--- config.mk ---
export PLATFORM = sky130hd
export DESIGN_NAME = fetch_unit
export DESIGN_NICKNAME = d
export VERILOG_FILES = /design/src/rtl/fetch_unit_pkg.sv /design/src/rtl/fetch_buffer.sv /design/src/rtl/fetch_unit.sv
export SDC_FILE = /design/constraint.sdc
export NUM_CORES = 1
export LEC_CHECK = 0
export ABC_CLOCK_PERIOD_IN_PS = 1500
export CORE_MARGIN = 4
export CORE_UTILIZATION = 46
export CTS_BUF_LIST = sky130_fd_sc_hd__clkbuf_16
export CTS_CLUSTER_DIAMETER = 200
export CTS_CLUSTER_SIZE = 10
export DETAILED_ROUTE_END_ITERATION = 10
export PLACE_DENSITY = 0.86
export SLEW_MARGIN = 20
export SYNTH_ARGS = -nofsm -noshare
export SYNTH_HDL_FRONTEND = slang
export SYNTH_SLANG_ARGS = --single-unit
--- constraint.sdc ---
create_clock -name clk -period 1.5 [get_ports clk]
set_input_delay 0.3 -clock clk [delete_from_list [all_inputs] [get_ports clk]]
set_output_delay 0.3 -clock clk [all_outputs]
set_load 0.05 [all_outputs]
--- src/rtl/fetch_unit_pkg.sv ---
// Shared types for the instruction fetch unit: FSM states, default widths
// and the instruction-buffer entry layout.
package cpuPkg;

  localparam int ADDR_W_DEF = 32;
  localparam int DATA_W_DEF = 32;

  typedef enum logic [1:0] {
    IDLE    = 2'd0,
    REQ     = 2'd1,
    WAIT    = 2'd2,
    DISCARD = 2'd3
  } fetch_state_e;

  typedef struct packed {
    logic [ADDR_W_DEF-1:0] pc;
    logic [DATA_W_DEF-1:0] instr;
  } buf_entry_t;

endpackage

--- src/rtl/fetch_buffer.sv ---
// Instruction buffer: synchronous FIFO with wrap-bit pointers, flush that
// wins over push/pop, and a head taken directly from the storage registers.
module fetch_buffer
  import cpuPkg::*;
#(
  parameter type entry_t = buf_entry_t,
  parameter int  DEPTH   = 2
) (
  input  logic   clk,
  input  logic   reset,
  input  logic   push_i,
  input  entry_t push_data_i,
  input  logic   pop_i,
  input  logic   flush_i,
  output entry_t head_o,
  output logic   full_o,
  output logic   empty_o
);

  localparam int IDX_W = $clog2(DEPTH);
  localparam logic [IDX_W:0] PTR_ONE = {{IDX_W{1'b0}}, 1'b1};

  logic [IDX_W:0] wr_ptr_q, wr_ptr_d;
  logic [IDX_W:0] rd_ptr_q, rd_ptr_d;
  entry_t         mem_q [DEPTH];
  logic           do_push_s;
  logic           do_pop_s;

  // Same index with differing wrap bits means every slot is occupied.
  assign empty_o   = (wr_ptr_q == rd_ptr_q);
  assign full_o    = (wr_ptr_q[IDX_W] != rd_ptr_q[IDX_W]) &&
                     (wr_ptr_q[IDX_W-1:0] == rd_ptr_q[IDX_W-1:0]);
  assign head_o    = mem_q[rd_ptr_q[IDX_W-1:0]];
  assign do_push_s = push_i && !full_o && !flush_i;
  assign do_pop_s  = pop_i && !empty_o && !flush_i;

  always_comb begin
    wr_ptr_d = wr_ptr_q;
    rd_ptr_d = rd_ptr_q;
    if (flush_i) begin
      wr_ptr_d = '0;
      rd_ptr_d = '0;
    end else begin
      if (do_push_s) wr_ptr_d = wr_ptr_q + PTR_ONE;
      else           wr_ptr_d = wr_ptr_q;
      if (do_pop_s)  rd_ptr_d = rd_ptr_q + PTR_ONE;
      else           rd_ptr_d = rd_ptr_q;
    end
  end

  always_ff @(posedge clk or negedge reset) begin
    if (!reset) begin
      wr_ptr_q <= '0;
      rd_ptr_q <= '0;
      for (int i = 0; i < DEPTH; i++) mem_q[i] <= '0;
    end else begin
      wr_ptr_q <= wr_ptr_d;
      rd_ptr_q <= rd_ptr_d;
      if (do_push_s) mem_q[wr_ptr_q[IDX_W-1:0]] <= push_data_i;
    end
  end

endmodule

--- src/rtl/fetch_unit.sv ---
// Instruction fetch unit: single-outstanding memory request FSM feeding a
// small instruction buffer. FETCH_MISALIGN_TRAP_EN adds misalignTrap.
module fetch_unit
  import cpuPkg::*;
#(
  parameter int ADDR_W    = ADDR_W_DEF,
  parameter int DATA_W    = DATA_W_DEF,
  parameter int BUF_DEPTH = 2
) (
  input  logic              clk,
  input  logic              reset,
  input  logic [ADDR_W-1:0] pcIn,
  output logic              pcCount,
  input  logic              flush,
  output logic              memReqValid,
  input  logic              memReqReady,
  output logic [ADDR_W-1:0] memAddr,
  input  logic              memRespValid,
  input  logic [DATA_W-1:0] memRespData,
  output logic              instrValid,
  input  logic              instrReady,
  output logic [DATA_W-1:0] instrOut,
  output logic [ADDR_W-1:0] instrPc
`ifdef FETCH_MISALIGN_TRAP_EN
  ,
  output logic              misalignTrap
`endif
);

  typedef struct packed {
    logic [ADDR_W-1:0] pc;
    logic [DATA_W-1:0] instr;
  } entry_t;

  fetch_state_e      state_q, state_d;
  logic [ADDR_W-1:0] fetch_addr_q, fetch_addr_d;
  logic              buf_full_s, buf_empty_s;
  logic              push_s;
  logic              issue_ok_s;
  logic              misaligned_s;
  entry_t            push_entry_s;
  entry_t            head_s;

`ifdef FETCH_MISALIGN_TRAP_EN
  logic              trap_q;
  logic              trap_set_s;

  assign issue_ok_s   = !flush && !buf_full_s && !trap_q;
  assign misaligned_s = (pcIn[1:0] != 2'b00);
  assign trap_set_s   = (state_q == IDLE) && issue_ok_s && misaligned_s;
  assign misalignTrap = trap_q;

  // Trap stays set until a redirect supplies a new program counter.
  always_ff @(posedge clk or negedge reset) begin
    if (!reset)          trap_q <= 1'b0;
    else if (flush)      trap_q <= 1'b0;
    else if (trap_set_s) trap_q <= 1'b1;
    else                 trap_q <= trap_q;
  end
`else
  assign issue_ok_s   = !flush && !buf_full_s;
  assign misaligned_s = 1'b0;
`endif

  always_comb begin
    state_d      = state_q;
    fetch_addr_d = fetch_addr_q;
    memReqValid  = 1'b0;
    pcCount      = 1'b0;
    push_s       = 1'b0;
    case (state_q)
      IDLE: begin
        if (issue_ok_s && !misaligned_s) begin
          state_d      = REQ;
          fetch_addr_d = pcIn;
        end else begin
          state_d = IDLE;
        end
      end
      REQ: begin
        memReqValid = 1'b1;
        // An accepted request still owes a response, so it must be drained.
        if (flush)            state_d = memReqReady ? DISCARD : IDLE;
        else if (memReqReady) state_d = WAIT;
        else                  state_d = REQ;
      end
      WAIT: begin
        if (flush) begin
          state_d = memRespValid ? IDLE : DISCARD;
        end else if (memRespValid) begin
          push_s  = 1'b1;
          pcCount = 1'b1;
          state_d = IDLE;
        end else begin
          state_d = WAIT;
        end
      end
      DISCARD: begin
        if (memRespValid) state_d = IDLE;
        else              state_d = DISCARD;
      end
      default: state_d = IDLE;
    endcase
  end

  always_ff @(posedge clk or negedge reset) begin
    if (!reset) begin
      state_q      <= IDLE;
      fetch_addr_q <= '0;
    end else begin
      state_q      <= state_d;
      fetch_addr_q <= fetch_addr_d;
    end
  end

  assign push_entry_s = '{pc: fetch_addr_q, instr: memRespData};
  assign memAddr      = fetch_addr_q;
  assign instrValid   = !buf_empty_s;
  assign instrOut     = head_s.instr;
  assign instrPc      = head_s.pc;

  fetch_buffer #(
    .entry_t (entry_t),
    .DEPTH   (BUF_DEPTH)
  ) u_buf (
    .clk         (clk),
    .reset       (reset),
    .push_i      (push_s),
    .push_data_i (push_entry_s),
    .pop_i       (instrValid && instrReady),
    .flush_i     (flush),
    .head_o      (head_s),
    .full_o      (buf_full_s),
    .empty_o     (buf_empty_s)
  );

endmodule

==> qor.csv, run 1 <==
stage;metric;value;unit
timing;fin crit share;1.400;
yosys;Synth area leader;dfrtp_1;
route;routed via count;4744;
die;core area;15890;um2
cts;CTS H-tree lvls;4;
job;max cap viols;0;
timing;Fin. Hold Viols;0;
power_and_ir_drop;VDD IR max;0.001820;V
placement;DP Wirelength;11940;um
timing;worst hold slack;267.6;ps
worst_hold_path;Hold EP;state_q[0];
setup_path;Reg2Reg Setup Slack;-530;ps
die;Die W;135.5;um
setup_path;Critical Path End Type;output pin;
timing;final worst setup slack;-600.4;ps
yosys;synthesized flop and latch total;166;
setup_path;Req. time, crit path;1200;ps
cts;Max clock buf depth;2;
route;Avg WL per Cell;23.16;um
route;1st-iter DRT viols;233;
timing;worst slew pin tran;309.8;ps
setup_path;Worst Path Max Fanout;10;
cells_and_area;Layout area overhead;59.99;%
yosys;syn nets;517;
yosys;Adder-Cell Fraction of Synth Area;0;
power_and_ir_drop;total chip power;0.03077;W
yosys;Cell variety after synth;25;
cells_and_area;Net count, final;757;
yosys;Synth top area share;0.5554;
route;Pre-antenna DRT Iters;4;
yosys;post-synthesis simple-gate area fraction;0.008364;
timing;RSZ-0062 raised after global routing;yes;
placement;RePlAce Congestion;0.7537;
cts;clock sink count;166;
setup_path;Crit Path Class;reg -> out;
placement;Cells after DPL;839;
setup_path;Arr. time, crit path;1800;ps
yosys;Post-Syn Area;7480;um2
cells_and_area;n_diodes;0;
die;Top Ports;169;
route;vias per cell;5.185;
yosys;multiplexer share of the synthesized area;0.3906;
worst_hold_path;hold crit path type;in -> reg;
worst_hold_path;hold path depth;2;
cts;CTS tree;yes;
grt;initial antenna violation count;0;
grt;Overflow after GRT;0;
route;# DRC;0;
outcome;status;finished, violations left;
timing;total negative slack;-105980;ps
cts;insertion delay to the later sink of the worst-skew pair;440;ps
power_and_ir_drop;Power Density;2572;nW/um2
grt;largest net degree at the start of global routing;52;
worst_hold_path;min-delay src;flush;
yosys;synthesis warning total;0;
cells_and_area;Fill cells;880;
die;row cnt;46;
yosys;Post-Synth XOR/XNOR Area;0.005520;
yosys;syn_area_per_cell;16.73;um2
cells_and_area;post-route insts no fill;915;
grt;gr usage total;0.2336;
cells_and_area;final cell utilization of the core;0.7533;
yosys;main combinational cell family by area after synthesis;multiplexers;
power_and_ir_drop;LEAKAGE;5.989;nW
yosys;Gate Count Post-Synth;447;
cells_and_area;layout cells sized above 1;0.6366;
yosys;Area contributors post-synth;dfrtp_1 56%, mux2_4 20%, mux2_2 19%;
route;Final ANT Viol Nets;0;
yosys;Synth Area in Compound Gates;0.01238;
setup_path;Worst R2R Path Depth;8;
timing;Period minus WS final;2100;ps
timing;Slew HR;0.7935;
setup_path;Worst Setup Start Kind;flip-flop;
placement;I/O Buffers;168;
outcome;failing checks;setup timing;
timing;Final Setup Violations;231;
timing;clock skew;11.46;ps
cts;CTS root buffer;clkbuf_16;
die;starting density of the core;0.4709;
cts;cts bufs inserted;17;
setup_path;Worst R2R End;memAddr[29];
grt;first-pass GRT wire length;32080;um
setup_path;r2r startpoint;u_buf.rd_ptr_q[0];
die;die height;135.5;um
timing;fin. max-slew vios;0;
cts;Worst-path clk slew;60;ps
grt;vias in the first global route;5473;
yosys;sequential fraction of the synthesis area;0.5554;
die;Die Area;18360;um2
timing;fmax;476.1;MHz
route;Routed WL;21190;um
timing repair:
action | in CTS | in global routing
gates cloned | 17 | 3
setup endpoints to repair | 229 | 231
pin swaps | 6 | 5
resized for setup | 102 | 34
buffers inserted | 27 | 10
endpoints found under the hold margin | 21 | 0
hold buffers | 1 | 0
cells by family after synthesis:
logic type | after synthesis
muxes | 227
DFF | 166
buffers and inverters | 28
and+or+nand+nor | 12
AOI/OAI and AO/OA | 11
xor gates and xnor gates | 3
worst max-delay path, stage by stage, from the launching register on:
cell     delay (ps)
dfrtp_4         490
buf_6           130
buf_12          130
buf_16          150
mux2_4          320
buf_12          150
registers in the layout, indices dropped and copies added (netlist names):
register / flops
u_buf.mem_q: 128
u_buf.wr_ptr_q: 2
u_buf.rd_ptr_q: 2
state_q: 2
memAddr: 32
per-layer routing:
| layer | GRT usage | up-vias | part of all wire |
|---|---|---|---|
| met5 | 0 | - | 0 |
| met4 | 0.07503 | 0 | 0.024 |
| met3 | 0.05944 | 35 | 0.049 |
| met1 | 0.2877 | 2473 | 0.41 |
| met2 | 0.4035 | 154 | 0.52 |
| li1 | - | 2082 | - |
cells in the mapped netlist (all sizes together):
library cell,number
a21boi,1
a21oi,2
a221o,1
a311oi,1
and4bb,1
buf,26
dfrtp,166
inv,2
mux2,225
mux2i,2
nand2,4
nor2,3
nor2b,3
nor3,1
o211ai,2
o21a,1
o21ai,2
o311a,1
xnor2,2
xor2,1
cells in the final DEF (no fill, tap or decap), types with 3 or more instances in the layout:
cell type / synthesis / final
nand2_1: 4 / 3
buf_12: 0 / 73
nor2_1: 3 / 3
buf_6: 12 / 47
buf_16: 0 / 11
mux2_2: 127 / 49
mux2_4: 98 / 176
buf_4: 0 / 37
clkinv_2: 0 / 3
bufinv_16: 0 / 3
buf_8: 0 / 7
clkbuf_16: 0 / 20
inv_1: 2 / 3
dfrtp_1: 166 / 164
clkdlybuf4s50_1: 0 / 67
clkinvlp_4: 0 / 3
per-stage QoR:
step	setup WS, ps	instance area [um2]
6_report	-600.4	11970
5_1_grt	-639.2	11970
4_1_cts	-620.0	11980
3_5_place_dp	-549.8	10260
3_3_place_gp	-508.3	10260
2_1_floorplan	-189.1	7724
how the worst max path moves through the flow:
stage	start	to	depth (start not counted)
after floorplan	state_q[0]	u_buf.mem_q[0]	5
after global placement	flush	u_buf.mem_q[16]	5
after global routing	u_buf.rd_ptr_q[0]	instrOut[19]	5
after detailed placement	flush	u_buf.mem_q[98]	5
after CTS	u_buf.rd_ptr_q[0]	instrOut[20]	5
final	u_buf.rd_ptr_q[0]	instrOut[20]	5
final cells by class:
class	instances	area (um2)	area share
Timing Repair Buffer	247	3445	0.2878
Sequential cell	166	4159	0.3476
Multi-Input combinational cell	253	3498	0.2923
Clock inverter	14	161.4	0.01349
Clock buffer	17	425.4	0.03555
Inverter	2	7.507	0.0006274
Tap cell	216	270.3	0.02258
power breakdown:
part | switching (W) | internal [W] | total, W
registers | 0.00179 | 0.00638 | 0.00816
logic | 0.00890 | 0.00929 | 0.0182
clock network | 0.00183 | 0.00260 | 0.00442
total | 0.0125 | 0.0183 | 0.0308
No activity file was read; power rests on OpenSTA's default activity.
==> run 2: changes to the inputs <==
--- a/config.mk
+++ b/config.mk
@@ -9,7 +9,7 @@
 export CORE_MARGIN = 4
 export CORE_UTILIZATION = 46
 export CTS_BUF_LIST = sky130_fd_sc_hd__clkbuf_16
-export CTS_CLUSTER_DIAMETER = 200
+export CTS_CLUSTER_DIAMETER = 60
 export CTS_CLUSTER_SIZE = 10
 export DETAILED_ROUTE_END_ITERATION = 10
 export PLACE_DENSITY = 0.86
==> results of run 2 <==
Final layout, timing and power as in run 1 (identical DEF).
